### src/rtl/mc_pkg.sv
// Shared constants for the multi-cycle MIPS-subset sequencer: state codes,
// opcodes, ALU/mux select codes and the bundled control-word type.
package mc_pkg;

   typedef logic [3:0] state_t;

   localparam state_t FETCH   = 4'd0;
   localparam state_t DECODE  = 4'd1;
   localparam state_t MEMADR  = 4'd2;
   localparam state_t MEMRD   = 4'd3;
   localparam state_t MEMWB   = 4'd4;
   localparam state_t MEMWR   = 4'd5;
   localparam state_t EXEC_R  = 4'd6;
   localparam state_t RWB     = 4'd7;
   localparam state_t EXEC_I  = 4'd8;
   localparam state_t IWB     = 4'd9;
   localparam state_t BRANCH  = 4'd10;
   localparam state_t JUMP    = 4'd11;
   localparam state_t ILLEGAL = 4'd12;

   localparam logic [5:0] OP_R     = 6'b000000;
   localparam logic [5:0] OP_ORI   = 6'b001101;
   localparam logic [5:0] OP_ADDIU = 6'b001001;
   localparam logic [5:0] OP_LW    = 6'b100011;
   localparam logic [5:0] OP_SW    = 6'b101011;
   localparam logic [5:0] OP_BEQ   = 6'b000100;
   localparam logic [5:0] OP_J     = 6'b000010;

   localparam logic [2:0] ALU_ADD   = 3'b000;
   localparam logic [2:0] ALU_SUB   = 3'b001;
   localparam logic [2:0] ALU_OR    = 3'b010;
   localparam logic [2:0] ALU_RTYPE = 3'b100;

   localparam logic [1:0] SRCB_RT      = 2'b00;
   localparam logic [1:0] SRCB_FOUR    = 2'b01;
   localparam logic [1:0] SRCB_IMM     = 2'b10;
   localparam logic [1:0] SRCB_IMM_SH2 = 2'b11;

   localparam logic [1:0] PCSRC_ALU    = 2'b00;
   localparam logic [1:0] PCSRC_ALUOUT = 2'b01;
   localparam logic [1:0] PCSRC_JUMP   = 2'b10;

   typedef struct packed {
      logic       PCWr;
      logic       PCWrCond;
      logic       IorD;
      logic       MemRd;
      logic       MemWr;
      logic       IRWr;
      logic       RegDst;
      logic       MemtoReg;
      logic       RegWr;
      logic       ALUSrcA;
      logic [1:0] ALUSrcB;
      logic [2:0] ALUop;
      logic       ExtOp;
      logic [1:0] PCSrc;
      logic       R_type;
      logic       illegal_op;
   } ctrl_t;

endpackage

### src/rtl/multicycle_control_if.sv
// Bundle between the sequencer (master) and the datapath/memory side (slave).
interface multicycle_control_if;
   import mc_pkg::*;

   logic [31:0] instru;
   logic        mem_ready;
   logic        PCWr;
   logic        PCWrCond;
   logic        IorD;
   logic        MemRd;
   logic        MemWr;
   logic        IRWr;
   logic        RegDst;
   logic        MemtoReg;
   logic        RegWr;
   logic        ALUSrcA;
   logic [1:0]  ALUSrcB;
   logic [2:0]  ALUop;
   logic        ExtOp;
   logic [1:0]  PCSrc;
   logic        R_type;
   logic        illegal_op;
   state_t      state;

   modport master (
      input  instru, mem_ready,
      output PCWr, PCWrCond, IorD, MemRd, MemWr, IRWr, RegDst, MemtoReg, RegWr,
             ALUSrcA, ALUSrcB, ALUop, ExtOp, PCSrc, R_type, illegal_op, state
   );

   modport slave (
      output instru, mem_ready,
      input  PCWr, PCWrCond, IorD, MemRd, MemWr, IRWr, RegDst, MemtoReg, RegWr,
             ALUSrcA, ALUSrcB, ALUop, ExtOp, PCSrc, R_type, illegal_op, state
   );

endinterface

### src/rtl/mc_outdecode.sv
// Combinational control-word decode from (state, opcode, mem_ready).
module mc_outdecode
   import mc_pkg::*;
(
   input  state_t     state_i,
   input  logic [5:0] op_i,
   input  logic       mem_ready_i,
   output ctrl_t      ctrl_o
);

   always_comb begin
      ctrl_o = '0;
      case (state_i)
         FETCH: begin
            ctrl_o.MemRd   = 1'b1;
            ctrl_o.ALUSrcB = SRCB_FOUR;
            ctrl_o.ALUop   = ALU_ADD;
            ctrl_o.PCSrc   = PCSRC_ALU;
            // IR and PC commit only in the cycle memory returns the word
            ctrl_o.IRWr    = mem_ready_i;
            ctrl_o.PCWr    = mem_ready_i;
         end
         DECODE: begin
            ctrl_o.ALUSrcB = SRCB_IMM_SH2;
            ctrl_o.ExtOp   = 1'b1;
            ctrl_o.ALUop   = ALU_ADD;
         end
         MEMADR: begin
            ctrl_o.ALUSrcA = 1'b1;
            ctrl_o.ALUSrcB = SRCB_IMM;
            ctrl_o.ExtOp   = 1'b1;
            ctrl_o.ALUop   = ALU_ADD;
         end
         MEMRD: begin
            ctrl_o.MemRd = 1'b1;
            ctrl_o.IorD  = 1'b1;
         end
         MEMWB: begin
            ctrl_o.RegWr    = 1'b1;
            ctrl_o.MemtoReg = 1'b1;
         end
         MEMWR: begin
            ctrl_o.MemWr = 1'b1;
            ctrl_o.IorD  = 1'b1;
         end
         EXEC_R: begin
            ctrl_o.ALUSrcA = 1'b1;
            ctrl_o.ALUSrcB = SRCB_RT;
            ctrl_o.ALUop   = ALU_RTYPE;
            ctrl_o.R_type  = 1'b1;
         end
         RWB: begin
            ctrl_o.RegWr  = 1'b1;
            ctrl_o.RegDst = 1'b1;
         end
         EXEC_I: begin
            ctrl_o.ALUSrcA = 1'b1;
            ctrl_o.ALUSrcB = SRCB_IMM;
            ctrl_o.ExtOp   = (op_i != OP_ORI);
            ctrl_o.ALUop   = (op_i == OP_ORI) ? ALU_OR : ALU_ADD;
         end
         IWB: begin
            ctrl_o.RegWr = 1'b1;
         end
         BRANCH: begin
            ctrl_o.ALUSrcA  = 1'b1;
            ctrl_o.ALUSrcB  = SRCB_RT;
            ctrl_o.ALUop    = ALU_SUB;
            ctrl_o.PCWrCond = 1'b1;
            ctrl_o.PCSrc    = PCSRC_ALUOUT;
         end
         JUMP: begin
            ctrl_o.PCWr  = 1'b1;
            ctrl_o.PCSrc = PCSRC_JUMP;
         end
         ILLEGAL: begin
            ctrl_o.illegal_op = 1'b1;
         end
         default: ctrl_o = '0;
      endcase
   end

endmodule

### src/rtl/multicycle_control.sv
// Multi-cycle sequencer: state register and next-state logic; outputs come
// from mc_outdecode and are forced low whenever reset is asserted.
module multicycle_control
   import mc_pkg::*;
(
   input  logic                 clk,
   input  logic                 rst_n,
   multicycle_control_if.master bus
);

   state_t     state_q, state_d;
   logic [5:0] op;
   ctrl_t      ctrl, ctrl_g;
   logic       unused_instru_bits;

   assign op                 = bus.instru[31:26];
   assign unused_instru_bits = ^bus.instru[25:0];

   always_comb begin
      state_d = state_q;
      case (state_q)
         FETCH:  state_d = bus.mem_ready ? DECODE : FETCH;
         DECODE: begin
            case (op)
               OP_LW, OP_SW:     state_d = MEMADR;
               OP_R:             state_d = EXEC_R;
               OP_ORI, OP_ADDIU: state_d = EXEC_I;
               OP_BEQ:           state_d = BRANCH;
               OP_J:             state_d = JUMP;
               default:          state_d = ILLEGAL;
            endcase
         end
         MEMADR: state_d = (op == OP_LW) ? MEMRD : MEMWR;
         MEMRD:  state_d = bus.mem_ready ? MEMWB : MEMRD;
         MEMWR:  state_d = bus.mem_ready ? FETCH : MEMWR;
         EXEC_R: state_d = RWB;
         EXEC_I: state_d = IWB;
         default: state_d = FETCH;
      endcase
   end

   always_ff @(posedge clk or negedge rst_n) begin
      if (!rst_n) state_q <= FETCH;
      else        state_q <= state_d;
   end

   mc_outdecode u_outdecode (
      .state_i     (state_q),
      .op_i        (op),
      .mem_ready_i (bus.mem_ready),
      .ctrl_o      (ctrl)
   );

   // Gate with rst_n so an in-flight write drops the instant reset asserts
   assign ctrl_g = rst_n ? ctrl : '0;

   assign bus.PCWr       = ctrl_g.PCWr;
   assign bus.PCWrCond   = ctrl_g.PCWrCond;
   assign bus.IorD       = ctrl_g.IorD;
   assign bus.MemRd      = ctrl_g.MemRd;
   assign bus.MemWr      = ctrl_g.MemWr;
   assign bus.IRWr       = ctrl_g.IRWr;
   assign bus.RegDst     = ctrl_g.RegDst;
   assign bus.MemtoReg   = ctrl_g.MemtoReg;
   assign bus.RegWr      = ctrl_g.RegWr;
   assign bus.ALUSrcA    = ctrl_g.ALUSrcA;
   assign bus.ALUSrcB    = ctrl_g.ALUSrcB;
   assign bus.ALUop      = ctrl_g.ALUop;
   assign bus.ExtOp      = ctrl_g.ExtOp;
   assign bus.PCSrc      = ctrl_g.PCSrc;
   assign bus.R_type     = ctrl_g.R_type;
   assign bus.illegal_op = ctrl_g.illegal_op;
   assign bus.state      = rst_n ? state_q : FETCH;

endmodule

### src/flat_wrapper.sv
// flat-port wrapper written by rule: the top's interface ports become plain ports
module multicycle_control_flat import mc_pkg::*;
  (clk, rst_n, bus_instru, bus_mem_ready, bus_PCWr, bus_PCWrCond, bus_IorD, bus_MemRd, bus_MemWr, bus_IRWr, bus_RegDst, bus_MemtoReg, bus_RegWr, bus_ALUSrcA, bus_ALUSrcB, bus_ALUop, bus_ExtOp, bus_PCSrc, bus_R_type, bus_illegal_op, bus_state);
  multicycle_control_if bus_i ();
  input  logic clk;
  input  logic rst_n;
  input wire logic [$bits(bus_i.instru)-1:0] bus_instru;
  input wire logic [$bits(bus_i.mem_ready)-1:0] bus_mem_ready;
  output wire logic [$bits(bus_i.PCWr)-1:0] bus_PCWr;
  output wire logic [$bits(bus_i.PCWrCond)-1:0] bus_PCWrCond;
  output wire logic [$bits(bus_i.IorD)-1:0] bus_IorD;
  output wire logic [$bits(bus_i.MemRd)-1:0] bus_MemRd;
  output wire logic [$bits(bus_i.MemWr)-1:0] bus_MemWr;
  output wire logic [$bits(bus_i.IRWr)-1:0] bus_IRWr;
  output wire logic [$bits(bus_i.RegDst)-1:0] bus_RegDst;
  output wire logic [$bits(bus_i.MemtoReg)-1:0] bus_MemtoReg;
  output wire logic [$bits(bus_i.RegWr)-1:0] bus_RegWr;
  output wire logic [$bits(bus_i.ALUSrcA)-1:0] bus_ALUSrcA;
  output wire logic [$bits(bus_i.ALUSrcB)-1:0] bus_ALUSrcB;
  output wire logic [$bits(bus_i.ALUop)-1:0] bus_ALUop;
  output wire logic [$bits(bus_i.ExtOp)-1:0] bus_ExtOp;
  output wire logic [$bits(bus_i.PCSrc)-1:0] bus_PCSrc;
  output wire logic [$bits(bus_i.R_type)-1:0] bus_R_type;
  output wire logic [$bits(bus_i.illegal_op)-1:0] bus_illegal_op;
  output wire logic [$bits(bus_i.state)-1:0] bus_state;
  assign bus_i.instru = bus_instru;
  assign bus_i.mem_ready = bus_mem_ready;
  assign bus_PCWr = bus_i.PCWr;
  assign bus_PCWrCond = bus_i.PCWrCond;
  assign bus_IorD = bus_i.IorD;
  assign bus_MemRd = bus_i.MemRd;
  assign bus_MemWr = bus_i.MemWr;
  assign bus_IRWr = bus_i.IRWr;
  assign bus_RegDst = bus_i.RegDst;
  assign bus_MemtoReg = bus_i.MemtoReg;
  assign bus_RegWr = bus_i.RegWr;
  assign bus_ALUSrcA = bus_i.ALUSrcA;
  assign bus_ALUSrcB = bus_i.ALUSrcB;
  assign bus_ALUop = bus_i.ALUop;
  assign bus_ExtOp = bus_i.ExtOp;
  assign bus_PCSrc = bus_i.PCSrc;
  assign bus_R_type = bus_i.R_type;
  assign bus_illegal_op = bus_i.illegal_op;
  assign bus_state = bus_i.state;
  multicycle_control u_core (.clk(clk), .rst_n(rst_n), .bus(bus_i));
endmodule
### config.mk
export PLATFORM = sky130hd
export DESIGN_NAME = multicycle_control_flat
export DESIGN_NICKNAME = d
export VERILOG_FILES = /design/src/rtl/mc_pkg.sv /design/src/rtl/multicycle_control_if.sv /design/src/rtl/mc_outdecode.sv /design/src/rtl/multicycle_control.sv /design/src/flat_wrapper.sv
export SDC_FILE = /design/constraint.sdc
export NUM_CORES = 1
export LEC_CHECK = 0
export ABC_AREA = 1
export CORE_ASPECT_RATIO = 0.7
export CORE_MARGIN = 2
export CORE_UTILIZATION = 25
export DETAILED_ROUTE_END_ITERATION = 16
export HOLD_SLACK_MARGIN = 0.08
export PLACE_DENSITY = 0.81
export REMOVE_ABC_BUFFERS = 1
export SYNTH_ARGS = -nofsm -noshare
export SYNTH_HDL_FRONTEND = slang
export SYNTH_SLANG_ARGS = --single-unit
### constraint.sdc
create_clock -name clk -period 1.3 [get_ports clk]
set_input_delay 0.26 -clock clk [delete_from_list [all_inputs] [get_ports clk]]
set_output_delay 0.26 -clock clk [all_outputs]
set_load 0.02 [all_outputs]
* Word-level counts from Yosys, hierarchy flattened *
Cells that the tools add are included.

cells by class
  muxes and demuxes = 24
  equal/unequal tests = 19
  reduce and logical (&&, ||, !) cells = 9

operators by type and width
  kind                  number
  $pmux W5 S6           1
  $pmux W4 S7           1
  $eq A4 B4 Y1 const B  5
  $mux W20              1
  $pmux W4 S5           1
  $eq A4 B3 Y1 const B  4
  $eq A6 B4 Y1 const B  2
  $eq A6 B6 Y1 const B  2
  $mux W1               12
  $reduce_or A2 Y1      5
  $mux W3               3
  $eq A4 B2 Y1 const B  2
  $eq A6 B2 Y1 const B  1
  $eq A6 B3 Y1 const B  1
  $logic_not A6 Y1      1
  $ne A6 B4 Y1 const B  1
  $eq A4 B1 Y1 const B  1
  $logic_not A4 Y1      1
  $mux W4               1
  $pmux W1 S2           2
  $pmux W2 S2           1
  $reduce_or A4 Y1      1
  $reduce_or A3 Y1      1
  $mux W2               1

storage, ports and cells
  logic and storage cells = 53
  bits in registers = 4
  bits of input ports = 35
  output and inout bits = 24

* Depth between registers and ports, before layout *
  depth in word-level cells = 4
  mapped depth = 9

* Cells and area by module *
From an unflattened synthesis, not the netlist that was laid out.

unflattened totals
  cells, all modules = 160
  area, all modules = 778.2 µm²

by module, submodules not included
  module              area an instance (µm²)  cells an instance  times used
  multicycle_control  555.5                   110                1
  mc_outdecode        222.7                   50                 1

* Worst setup path before layout *
Ideal clock, no wire load.

  path kind = register to output
  from = reg u_core.state_q[0]
  to = out bus_ALUop[0]
  stages on the path, launching flop included = 3
  arrival = 1616 ps
  path buffers = 1
  path slack = -576 ps
  cells stage by stage = dfrtp_1 -> nor4_1 -> buf_4

between the ends
  cells in the longest elaborated chain, start to end = 3
  elaborated cells on any way between the ends = 8

RTL lines
  what                                  RTL line                  RTL
  start, declared                       multicycle_control.sv:11  state_t state_q, state_d;
  start signal, assigned                multicycle_control.sv:44  else state_q <= state_d;
  $eq A4 B4 Y1 (tied with other cells)  mc_outdecode.sv:13        case (state_i)
  $pmux W5 S6 *                         mc_outdecode.sv:13
  $mux W20 *                            multicycle_control.sv:55  assign ctrl_g = rst_n ? ctrl : '0;
  end, declared                         flat_wrapper.sv:20        output wire logic [$bits(bus_i.ALUop)-1:0] bus_ALUop;

Every way passes the cells marked *; elsewhere a longest branch is shown, timed or not.

* Worst setup path in the final report *
  from = reg u_core.state_q[2]
  to = out bus_ExtOp

between the ends
  cells in the longest elaborated chain, start to end = 4
  elaborated cells on any way between the ends = 6

RTL lines
  what                                          RTL line                  RTL
  $eq A4 B2 Y1 or $eq A4 B1 Y1 (tied branches)  mc_outdecode.sv:13
  $reduce_or A2 Y1 (no source line)             --
  $pmux W1 S2 *                                 mc_outdecode.sv:13
  $mux W20 *                                    multicycle_control.sv:55
  end, declared                                 flat_wrapper.sv:21        output wire logic [$bits(bus_i.ExtOp)-1:0] bus_ExtOp;

Marks and branches as above.

==> reports/metrics.sh <==
OUTCOME='finished with violations'
FAILING_CHECKS='setup timing'
POSTLAYOUTCOREUTIL=0.669
FINAL_PERIOD_MINUS_WORST_SETUP_SLACK_NS=1.72
SYN-INSTANCE-COUNT=108
GRT.TOTAL_USAGE=0.163
FLOORPLAN.DIE_AREA_SQ_UM=2680
POST-ROUTE-WORST-SETUP-SLACK_NS=-0.421
CRITICAL_PATH.MAX_STAGE_DELAY_NS=0.40
GRT_ANTENNA_BEFORE_REPAIR=0
FINAL_CELL_COUNT_NO_FILL=214
DIE-WIDTH_UM=61.0
NFILLCELLS=201
CTS_BUFFER_DEPTH=2
MULTI_INPUT_AREA_SQ_UM=554
POST-PLACE-WS_NS=-0.896
CP_COMMON_CELL='sky130_fd_sc_hd__nand2_2'
SYNTH-COMPOUND-AREA-SHARE=0.119
LAYOUT_TOP_REGISTERS='u_core.state_q (4)'
FINALMAXSLEWVIOLATIONS=0
SYNTHESIS.AREA_SQ_UM=569
SYNTH_SEQ_CELLS=4
TIMING.CRITICAL_PATH.REQUIRED_NS=1.04
INSERTEDDIODECOUNT=0
WORSTSETUPPATHTYPE='reg2out'
CLKSINKCOUNT=4
PATH_BUF_INV=2
UNREPAIRED_SETUP_ENDPOINTS_AFTER_GLOBAL_ROUTING='yes'
DESIGN.CORE.AREA_SQ_UM=2150
CTS_MAX_LEVEL=1
FINALCRITPERIODSHARE=1.32
NUMCTSBUFFERS=3
POWER_DENSITY_nW_PER_UM2=1450
CTSROOTBUFFERMASTER='sky130_fd_sc_hd__clkbuf_4'
DPL_CELL_AREA_SQ_UM=1140
GRT_FIRST_PASS_WIRELENGTH_UM=3300
DETAILEDROUTE.FIRSTITERATIONVIOLATIONS=33
LARGEST_REGISTER_FF_COUNT=4
POST_SYNTH_AND_OR_NAND_NOR_AREA_FRACTION=0.532
GLOBALROUTEOVERFLOWTOTAL=0
YOSYS.AREA_SHARE.ADDER=0
FINALWIRELENGTH_UM=2470
CAP_VIOLATIONS=0
YS.WARNINGS.COUNT=0
WORST_SETUP_PATH_END_KIND='output pin'
SYNTHDISTINCTLIBCELLS=18
CHIPHEIGHT_UM=43.9
PLACE.DETAILED.HPWL_UM=1600
GPL.FINAL_WEIGHTED_CONGESTION=0.827
CLK_PIN_SLEW_NS=0.04
SEQ_AREA_FRAC_SYNTH=0.176
ROUTED-VIA-COUNT=983
CTS_TREE='built'
XOR_AND_XNOR_FRACTION_OF_THE_MAPPED_NETLIST_AREA=0
HOLDCRITPATHCLASS='in2async'
CORE_ROWS=14
TOP_LEVEL_PORTS=59
LEAKAGE_nW=0.789
CLK-INSERTION-DELAY-LATE_NS=0.24
LAYOUT.CELLS.MOST_COMMON_LIST='sky130_fd_sc_hd__buf_4 (44), sky130_fd_sc_hd__buf_6 (19), sky130_fd_sc_hd__nand2_1 (17)'
DR.PASS1.ITERS=5
SYNTH.AREA.MUX_SHARE=0
INITIAL_UTILIZATION=0.264
TIMING.CRITICAL_PATH.MAX_DELAY_FAMILY='simple AND/OR/NAND/NOR gates'
DETAIL_ROUTE.VIAS_PER_CELL=4.59
MAX-VDD-IR-DROP_mV=0.487
CRIT_PATH_TOP_DELAY_CELL='sky130_fd_sc_hd__dfrtp_1'
REPORT.FINAL.SETUP_VIOL=26
DOMINANT_COMBINATIONAL_CELL_FAMILY_BY_AREA_AFTER_SYNTHESIS='simple AND/OR/NAND/NOR gates'
FINISH.INSTANCE_AREA_SQ_UM=1440
P_TOTAL_mW=2.09
AREA.SEQUENTIAL_SQ_UM=101
TIMING.CRITICAL_PATH.CELLS='inv_2 > nand2_4 > nor3_4 > nor2_4 > nand2_2 > nand2_2 > a21oi_2 > buf_4'
POST-ROUTE-DRC-COUNT=0
DESIGN.FINAL.NETS=219
NUMBER_OF_PLACED_INSTANCES_TAPS_INCLUDED=200
WORST_SLEW_PIN_SLEW_NS=0.224
CRITPATHLAUNCHTYPE='flop'
VIAS_IN_THE_FIRST_GLOBAL_ROUTE=842
FLOW.AREA_GROWTH_FROM_SYNTHESIS_PCT=153
REPORT.FINAL.HOLD_VIOL_COUNT=0
DETAIL_ROUTE.WL_PER_CELL_UM=11.6
LARGEST-REGISTER='u_core.state_q'
MOSTFREQUENTLAYOUTCELL='sky130_fd_sc_hd__buf_4'
AVGSYNTHCELLAREA_SQ_UM=5.27
ANTENNA_VIOLATING_NETS_POST_ROUTE=0
LARGEST_NET_DEGREE_AT_THE_START_OF_GLOBAL_ROUTING=9
DRIVE_GT1_FRAC=0.637
IO_BUFFERS=32
MAX_FREQ_MHz=581
CRITPATHARRIVALTIME_NS=1.46
TIMING.SLEW.HEADROOM=0.851
WORST-PATH-MAX-FANOUT=4
WORST_CLOCK_SKEW_NS=0.00146
[path summary, 6_finish.rpt]
path                                              from                          end  slack [ns]  depth (start not counted)
max                        u_core.state_q[2]$_DFF_PN0_                    bus_ExtOp       -0.42                          8
min in group clk                        bus_instru[30]  u_core.state_q[1]$_DFF_PN0_        0.57                          6
max reg2reg                u_core.state_q[2]$_DFF_PN0_  u_core.state_q[0]$_DFF_PN0_       -0.13                          9
min reg2reg                u_core.state_q[0]$_DFF_PN0_  u_core.state_q[2]$_DFF_PN0_        0.85                          6
max in group asynchronous                        rst_n  u_core.state_q[0]$_DFF_PN0_        0.96                          2
min                                              rst_n  u_core.state_q[1]$_DFF_PN0_        0.21                          2
[Yosys cell counts]
library cell,instances,share of area
sky130_fd_sc_hd__nand3_1,4,0.035
sky130_fd_sc_hd__clkinv_2,1,0.0088
sky130_fd_sc_hd__a21oi_1,7,0.062
sky130_fd_sc_hd__inv_1,18,0.12
sky130_fd_sc_hd__nand2_1,26,0.17
sky130_fd_sc_hd__o211ai_2,1,0.022
sky130_fd_sc_hd__dfrtp_1,4,0.18
sky130_fd_sc_hd__nor4_1,2,0.022
sky130_fd_sc_hd__clkbuf_1,1,0.0066
sky130_fd_sc_hd__nor2_2,3,0.033
sky130_fd_sc_hd__buf_4,2,0.026
sky130_fd_sc_hd__o21ai_0,4,0.035
sky130_fd_sc_hd__inv_2,2,0.013
sky130_fd_sc_hd__nor3_4,1,0.029
sky130_fd_sc_hd__nor3_1,2,0.018
sky130_fd_sc_hd__nor2_1,24,0.16
sky130_fd_sc_hd__nand4_1,2,0.022
sky130_fd_sc_hd__nand2_2,4,0.044
[cell families (layout without fill, tap and decap cells)]
family | count (synthesis) | after routing
AO/OA/AOI/OAI | 12 | 12
flip-flops | 4 | 4
buffers and inverters | 24 | 98
AND/OR/NAND/NOR | 68 | 68
[worst register-to-register path, cell delays in order (launching register included)]
cell	delay, ns
sky130_fd_sc_hd__dfrtp_1	0.40
sky130_fd_sc_hd__inv_2	0.09
sky130_fd_sc_hd__buf_4	0.12
sky130_fd_sc_hd__nor2_4	0.04
sky130_fd_sc_hd__buf_4	0.13
sky130_fd_sc_hd__nand2_4	0.10
sky130_fd_sc_hd__buf_6	0.12
sky130_fd_sc_hd__nand2_1	0.06
sky130_fd_sc_hd__nor3_2	0.16
sky130_fd_sc_hd__nand4_1	0.09
[routing by layer]
metal	vias up	track usage	routed length [um]
met5	-	0	0
met1	443	0.196	968
met2	49	0.279	1300
met4	0	0.0870	48
li1	484	-	-
met3	7	0.0209	156
[power breakdown]
| group | internal [mW] | total (mW) | switching (mW) |
|---|---|---|---|
| logic | 0.834 | 1.70 | 0.864 |
| registers | 0.171 | 0.233 | 0.0620 |
| clock network | 0.104 | 0.162 | 0.0582 |
| total | 1.11 | 2.09 | 0.984 |
[through the flow]
step / hold slack, ns / setup TNS (ns)
finish: 0.212 / -7.51
global route: 0.239 / -9.25
CTS: 0.138 / -6.36
detailed placement: 0.635 / -18.27
global placement: 0.640 / -18.10
floorplan: -0.0356 / -4.94
[area by class of cell]
class                           instances  share of cell area
Sequential cell                         4              0.0703
Multi-Input combinational cell         80               0.385
Clock buffer                            3              0.0156
Timing Repair Buffer                   74               0.444
Inverter                               21              0.0582
Tap cell                               32              0.0278
[timing repair]
action | 4_1_cts | 5_1_grt
endpoints found under the hold margin | 0 | 0
endpoints found under the setup margin | 27 | 27
buffers inserted | 6 | 8
gates resized for setup | 155 | 47
hold buffers | 0 | 0
pin swaps | 8 | 15
Power figures use the tool's default switching activity.
